`src/rtl/ram_bist_pkg.sv`:
```
// rtl/ram_bist_pkg.sv - shared types and helpers for the RAM march BIST
package ram_bist_pkg;

    typedef enum logic [2:0] {
        IDLE,
        WR0,
        RD0,
        WR1,
        RD1,
        DRAIN,
        DONE
    } state_t;

    localparam logic [7:0] DEFAULT_PATTERN = 8'hA5;

    // Expected word is the pattern XOR the zero-extended address; callers truncate to DATA_W.
    function automatic logic [31:0] exp_word(input logic [31:0] pattern,
                                             input logic [31:0] addr,
                                             input logic        inv);
        logic [31:0] w;
        w = pattern ^ addr;
        return inv ? ~w : w;
    endfunction

endpackage

```
`src/rtl/ram_bist_cmp.sv`:
```
// rtl/ram_bist_cmp.sv - read-data compare stage, saturating fail counter, first-fail capture
module ram_bist_cmp
    import ram_bist_pkg::*;
#(
    parameter int                ADDR_W  = 4,
    parameter int                DATA_W  = 8,
    parameter logic [DATA_W-1:0] PATTERN = DATA_W'(DEFAULT_PATTERN)
) (
    input  logic              clk,
    input  logic              rst,
    input  logic              clear,
    input  logic              rd_issue,
    input  logic              rd_phase,
    input  logic [ADDR_W-1:0] rd_addr,
    input  logic [DATA_W-1:0] ram_dout,
    output logic              hit,
    output logic [ADDR_W+1:0] fail_count,
    output logic [ADDR_W-1:0] first_fail_addr,
    output logic              first_fail_phase
);

    localparam logic [ADDR_W+1:0] FAIL_MAX = (ADDR_W+2)'(2 * (2 ** ADDR_W));

    logic              stg_valid;
    logic              stg_phase;
    logic [ADDR_W-1:0] stg_addr;
    logic [DATA_W-1:0] stg_exp;

    // The stage holds the read that the RAM is answering this cycle.
    assign hit = stg_valid && (ram_dout != stg_exp);

    always_ff @(posedge clk or posedge rst) begin
        if (rst) begin
            stg_valid        <= 1'b0;
            stg_phase        <= 1'b0;
            stg_addr         <= '0;
            stg_exp          <= '0;
            fail_count       <= '0;
            first_fail_addr  <= '0;
            first_fail_phase <= 1'b0;
        end else begin
            stg_valid <= rd_issue;
            stg_phase <= rd_phase;
            stg_addr  <= rd_addr;
            stg_exp   <= DATA_W'(exp_word(32'(PATTERN), 32'(rd_addr), rd_phase));
            if (clear) begin
                fail_count       <= '0;
                first_fail_addr  <= '0;
                first_fail_phase <= 1'b0;
            end else if (hit) begin
                if (fail_count != FAIL_MAX) begin
                    fail_count <= fail_count + 1'b1;
                end
                if (fail_count == '0) begin
                    first_fail_addr  <= stg_addr;
                    first_fail_phase <= stg_phase;
                end
            end
        end
    end

endmodule

```
`src/rtl/ram_bist_ctrl.sv`:
```
// rtl/ram_bist_ctrl.sv - four-pass march BIST initiator for a single-port RAM
module ram_bist_ctrl
    import ram_bist_pkg::*;
#(
    parameter int                ADDR_W  = 4,
    parameter int                DATA_W  = 8,
    parameter logic [DATA_W-1:0] PATTERN = DATA_W'(DEFAULT_PATTERN)
) (
    input  logic              clk,
    input  logic              rst,
    input  logic              start,
    output logic              ram_rw_en,
    output logic [ADDR_W-1:0] ram_addr,
    output logic [DATA_W-1:0] ram_din,
    input  logic [DATA_W-1:0] ram_dout,
    output logic              busy,
    output logic              done,
    output logic              pass,
    output logic [ADDR_W+1:0] fail_count,
    output logic [ADDR_W-1:0] first_fail_addr,
    output logic              first_fail_phase
);

    state_t            state, state_nxt;
    logic [ADDR_W-1:0] cnt, cnt_nxt;
    logic              accept;
    logic              last;
    logic              rw_nxt;
    logic [ADDR_W-1:0] addr_nxt;
    logic [DATA_W-1:0] din_nxt;
    logic              issue_nxt, phase_nxt;
    logic              rd_issue, rd_phase;
    logic              hit;

    assign last   = (cnt == '1);
    assign accept = start && ((state == IDLE) || (state == DONE));

    always_ff @(posedge clk or posedge rst) begin
        if (rst) begin
            state <= IDLE;
            cnt   <= '0;
        end else begin
            state <= state_nxt;
            cnt   <= cnt_nxt;
        end
    end

    // Port values are computed from the current state and registered, so the RAM sees each access one cycle later.
    always_comb begin
        state_nxt = state;
        cnt_nxt   = cnt;
        rw_nxt    = 1'b1;
        addr_nxt  = '0;
        din_nxt   = '0;
        issue_nxt = 1'b0;
        phase_nxt = 1'b0;
        case (state)
            IDLE, DONE: begin
                if (start) begin
                    state_nxt = WR0;
                    cnt_nxt   = '0;
                end
            end
            WR0: begin
                cnt_nxt  = cnt + 1'b1;
                rw_nxt   = 1'b0;
                addr_nxt = cnt;
                din_nxt  = DATA_W'(exp_word(32'(PATTERN), 32'(cnt), 1'b0));
                if (last) state_nxt = RD0;
            end
            RD0: begin
                cnt_nxt   = cnt + 1'b1;
                addr_nxt  = cnt;
                issue_nxt = 1'b1;
                if (last) state_nxt = WR1;
            end
            WR1: begin
                cnt_nxt  = cnt + 1'b1;
                rw_nxt   = 1'b0;
                addr_nxt = cnt;
                din_nxt  = DATA_W'(exp_word(32'(PATTERN), 32'(cnt), 1'b1));
                if (last) state_nxt = RD1;
            end
            RD1: begin
                cnt_nxt   = cnt + 1'b1;
                addr_nxt  = cnt;
                issue_nxt = 1'b1;
                phase_nxt = 1'b1;
                if (last) state_nxt = DRAIN;
            end
            DRAIN: begin
                state_nxt = DONE;
            end
            default: begin
                state_nxt = IDLE;
            end
        endcase
    end

    always_ff @(posedge clk or posedge rst) begin
        if (rst) begin
            ram_rw_en <= 1'b1;
            ram_addr  <= '0;
            ram_din   <= '0;
            rd_issue  <= 1'b0;
            rd_phase  <= 1'b0;
            busy      <= 1'b0;
            done      <= 1'b0;
            pass      <= 1'b0;
        end else begin
            ram_rw_en <= rw_nxt;
            ram_addr  <= addr_nxt;
            ram_din   <= din_nxt;
            rd_issue  <= issue_nxt;
            rd_phase  <= phase_nxt;
            if (accept) begin
                busy <= 1'b1;
                done <= 1'b0;
                pass <= 1'b0;
            end else if (state == DONE) begin
                // The final RD1 compare resolves on this same edge, so fold it into pass.
                busy <= 1'b0;
                done <= 1'b1;
                pass <= (fail_count == '0) && !hit;
            end
        end
    end

    ram_bist_cmp #(
        .ADDR_W (ADDR_W),
        .DATA_W (DATA_W),
        .PATTERN(PATTERN)
    ) u_cmp (
        .clk             (clk),
        .rst             (rst),
        .clear           (accept),
        .rd_issue        (rd_issue),
        .rd_phase        (rd_phase),
        .rd_addr         (ram_addr),
        .ram_dout        (ram_dout),
        .hit             (hit),
        .fail_count      (fail_count),
        .first_fail_addr (first_fail_addr),
        .first_fail_phase(first_fail_phase)
    );

endmodule
```
`config.mk`:
```
export PLATFORM = sky130hd
export DESIGN_NAME = ram_bist_ctrl
export DESIGN_NICKNAME = d
export VERILOG_FILES = /design/src/rtl/ram_bist_pkg.sv /design/src/rtl/ram_bist_cmp.sv /design/src/rtl/ram_bist_ctrl.sv
export SDC_FILE = /design/constraint.sdc
export NUM_CORES = 1
export LEC_CHECK = 0
export CELL_PAD_IN_SITES_DETAIL_PLACEMENT = 0
export CELL_PAD_IN_SITES_GLOBAL_PLACEMENT = 2
export CORE_ASPECT_RATIO = 1.75
export CORE_MARGIN = 4
export CORE_UTILIZATION = 40
export CTS_BUF_LIST = sky130_fd_sc_hd__clkbuf_2
export CTS_CLUSTER_DIAMETER = 100
export DETAILED_ROUTE_END_ITERATION = 12
export DONT_BUFFER_PORTS = 1
export PLACE_DENSITY = 0.81
export SLEW_MARGIN = 20
export SYNTH_ARGS = -nofsm -noshare
export SYNTH_HDL_FRONTEND = slang
export SYNTH_SLANG_ARGS = --single-unit
export TNS_END_PERCENT = 30
```
`constraint.sdc`:
```
create_clock -name clk -period 1.8 [get_ports clk]
set_input_delay 0.36 -clock clk [delete_from_list [all_inputs] [get_ports clk]]
set_output_delay 0.36 -clock clk [all_outputs]
set_load 0.05 [all_outputs]
```
==> impl_metrics.ini <==
[outcome]
outcome = completed

[finish]
stdcell_count = 241
syn_to_final_growth_pct = 13.56
multiInputGateArea_um2 = 770.7
nets = 202
fin_util = 0.4671
drive_above_1_share = 0.2328
regArea_mm2 = 0.001130
final_cell_mix = 42 x dfrtp_1, 18 x nand2_1, 15 x buf_4, 10 x xnor2_1, 10 x nor2_1
layout_commonest_cell = dfrtp_1
design_area_mm2 = 0.002180
antenna_cells = 0
fill_cells = 449

[yosys]
synth_fa_ha_area_frac = 0.01956
yosysTopAreaCell = dfrtp_1
synth-compound-area-share = 0.08018
ys_seq_area_frac = 0.5874
synth_top_area_share = 0.5737
syn_inst = 172
syn_area_mm2 = 0.001919
synth.net_count = 186
synth-xor-area-share = 0.08083
synth-simple-area-share = 0.1754
syn_avg_cell_area_um2 = 11.16
synth_warnings = 0
synth-seq-cells = 45
synth_mux_area_frac = 0.02086
synth_top_family_by_area = simple AND/OR/NAND/NOR gates
yosysUniqueCellTypes = 39
synthTopCellsByArea = dfrtp_1 57%, xnor2_1 4.6%, nand2_1 3.5%

[floorplan]
rows = 33
coreArea_mm2 = 0.004666
ioPinCount = 38
initial_core_util = 0.4114
die_area_mm2 = 0.006014
dieWidth_um = 60.37
die_y_um = 99.64

[grt]
antenna_found_initial = 0
grt_pass1_wl_um = 6341
grt_max_degree = 27
grt.total_usage = 0.1416
grt-ovfl-total = 0
grt_pass1_vias = 1365

[power]
vdd_ir_drop_max_v = 0.0009971
leakagePower_nw = 1.015
powerDensity_mw_per_mm2 = 1840

[critical_path]
cp-start-kind = register
r2r-start = u_cmp.fail_count[0]
crit_path_cell_trace = inv_2 -> ha_4 -> or4b_4 -> or2_4 -> nand2b_4 -> mux2i_2
slowest_delay_ns = 0.47
timing.rr.end = u_cmp.fail_count[0]
endpoint_kind = register
slowest_stage = or4b_4
crit_required_ns = 2.15
arrival_ns = 2.12
crit_type = register to register
crit_fanout = 3
r2r_slack_ns = 0.03
reg2reg_depth = 6

[timing]
fin_crit_sh = 0.9832
rsz0062_at_grt = yes
max_slew_margin = 0.6320
fmax_mhz = 565.0
worst_slew_pin_slew_ns = 0.5519
fin_crit_ns = 1.770
slew_violations = 0
hold_viol_final = 0
finalSetupTns_ns = 0
setup_ws_ns = 0.03024
finalSetupViolCount = 0
fin_worst_skew_ns = 0.02463

[clocking]
cts_htree_levels = 2
cts_buffers = 5
clock_path_buffers = 2
path_clk_slew_ns = 0.23
cts.sinks = 45
cts_root_buf = clkbuf_2
cts_tree = built
clock_latency_ns = 0.42

[min_path]
hold_depth = 2
hold_end = state[0]
hp-class = input pin to register
min-delay-start = start

[job]
drv_cap = 0

[route]
routed_wl_um = 3917
vias_per_cell = 5.282
first_pass_iters = 4
drcViolationCount = 0
initialDrtViolationCount = 34
routedWlPerCell_um = 16.25
antenna_left = 0
vias = 1273

[placement]
dp.cells = 229
port_buffers = 0
hpwlAfterDp_um = 2822
dp_slack_ns = 0.06060
placed_cell_area_mm2 = 0.002042
gp_congestion = 0.7870
flip-flops by register name, summed over array words and instances, names as in the netlist, 3 cells and up:
register and cells:
u_cmp.fail_count 6, ram_din 6, ram_addr 4, state 3
u_cmp.first_fail_addr 4, u_cmp.stg_addr 4, cnt 4, u_cmp.stg_exp 6
Yosys cell counts:
cell type / number
o22ai_2: 1
and2_1: 5
or4_1: 1
nor2_1: 11
o211ai_2: 1
inv_1: 7
ha_1: 3
xor2_1: 4
or2_4: 1
nand4_1: 2
clkbuf_1: 4
o22ai_1: 1
a22oi_1: 1
dfrtp_1: 44
a21oi_1: 4
or3_1: 3
and3_1: 3
o21ai_0: 8
o21ai_2: 1
xnor2_2: 1
nand3_1: 9
nand2_1: 18
xor2_2: 1
buf_4: 3
nand2b_2: 1
nor3_1: 3
nand2b_1: 1
dfstp_2: 1
nor3b_1: 1
xnor2_1: 10
buf_2: 1
o21ai_1: 6
a22o_1: 1
nand2_2: 1
nand3b_1: 2
o211ai_1: 1
mux2i_1: 4
nor3b_2: 1
or4b_4: 1
how the worst max path moves through the flow:
stage / from / slack [ns] / cells past startpoint / to
6_report: u_cmp.fail_count[0] / 0.03 / 6 / u_cmp.fail_count[0]
2_1_floorplan: u_cmp.fail_count[2] / 0.02 / 5 / u_cmp.first_fail_addr[0]
3_3_place_gp: u_cmp.fail_count[0] / 0.13 / 7 / u_cmp.first_fail_addr[3]
3_5_place_dp: u_cmp.fail_count[0] / 0.06 / 7 / u_cmp.first_fail_addr[3]
5_1_grt: u_cmp.fail_count[0] / -0.04 / 6 / u_cmp.fail_count[0]
4_1_cts: u_cmp.fail_count[0] / 0.03 / 7 / u_cmp.first_fail_phase
kinds of logic after synthesis:
family                   count (synthesis)
AND/OR/NAND/NOR                         64
flip-flops                              45
AO/OA/AOI/OAI                           25
XOR/XNOR                                16
buffers and inverters                   15
multiplexers                             4
adder cells (fa/ha/maj)                  3
per-stage QoR:
step / total power [mW] / hold slack (ns)
after floorplan: 3.168 / 0.3312
after global placement: 3.424 / 0.3210
after detailed placement: 3.480 / 0.3188
after CTS: 3.912 / 0.1314
after global routing: 4.302 / 0.1202
final: 4.010 / 0.1508
where the power goes:
| part | total (mW) | switching [mW] | internal (mW) |
|---|---|---|---|
| Clock | 0.430 | 0.334 | 0.0960 |
| Combinational | 1.41 | 0.849 | 0.565 |
| Sequential | 2.17 | 0.796 | 1.37 |
| Total | 4.01 | 1.98 | 2.03 |
layer usage:
layer | routed length, um | vias to the layer above | track usage
met5 | 0 | - | 0
met4 | 76 | 0 | 0.05973
met3 | 232 | 6 | 0.04675
met2 | 2214 | 28 | 0.2500
met1 | 1395 | 632 | 0.1465
li1 | - | 607 | -
area by class of cell:
class,instances,share of cell area
Clock buffer,5,0.01148
Inverter,7,0.01206
Timing Repair Buffer,17,0.06544
Multi-Input combinational cell,112,0.3536
Tap cell,52,0.02985
Sequential cell,45,0.5184
Clock inverter,3,0.009185
repair_timing:
item,CTS,global route
setup buffers,0,3
endpoints found under the setup margin,0,8
endpoints found under the hold margin,23,0
gates resized for setup,0,10
hold buffers,1,0
worst max-delay path: cells and delay by family, from the launching register on:
family / cells / cell delay [ns]
buf+inv: 1 / 0.08
fa+ha+maj: 1 / 0.11
flops: 1 / 0.46
simple gates: 3 / 0.85
mux: 1 / 0.21
Power figures use the tool's default switching activity.
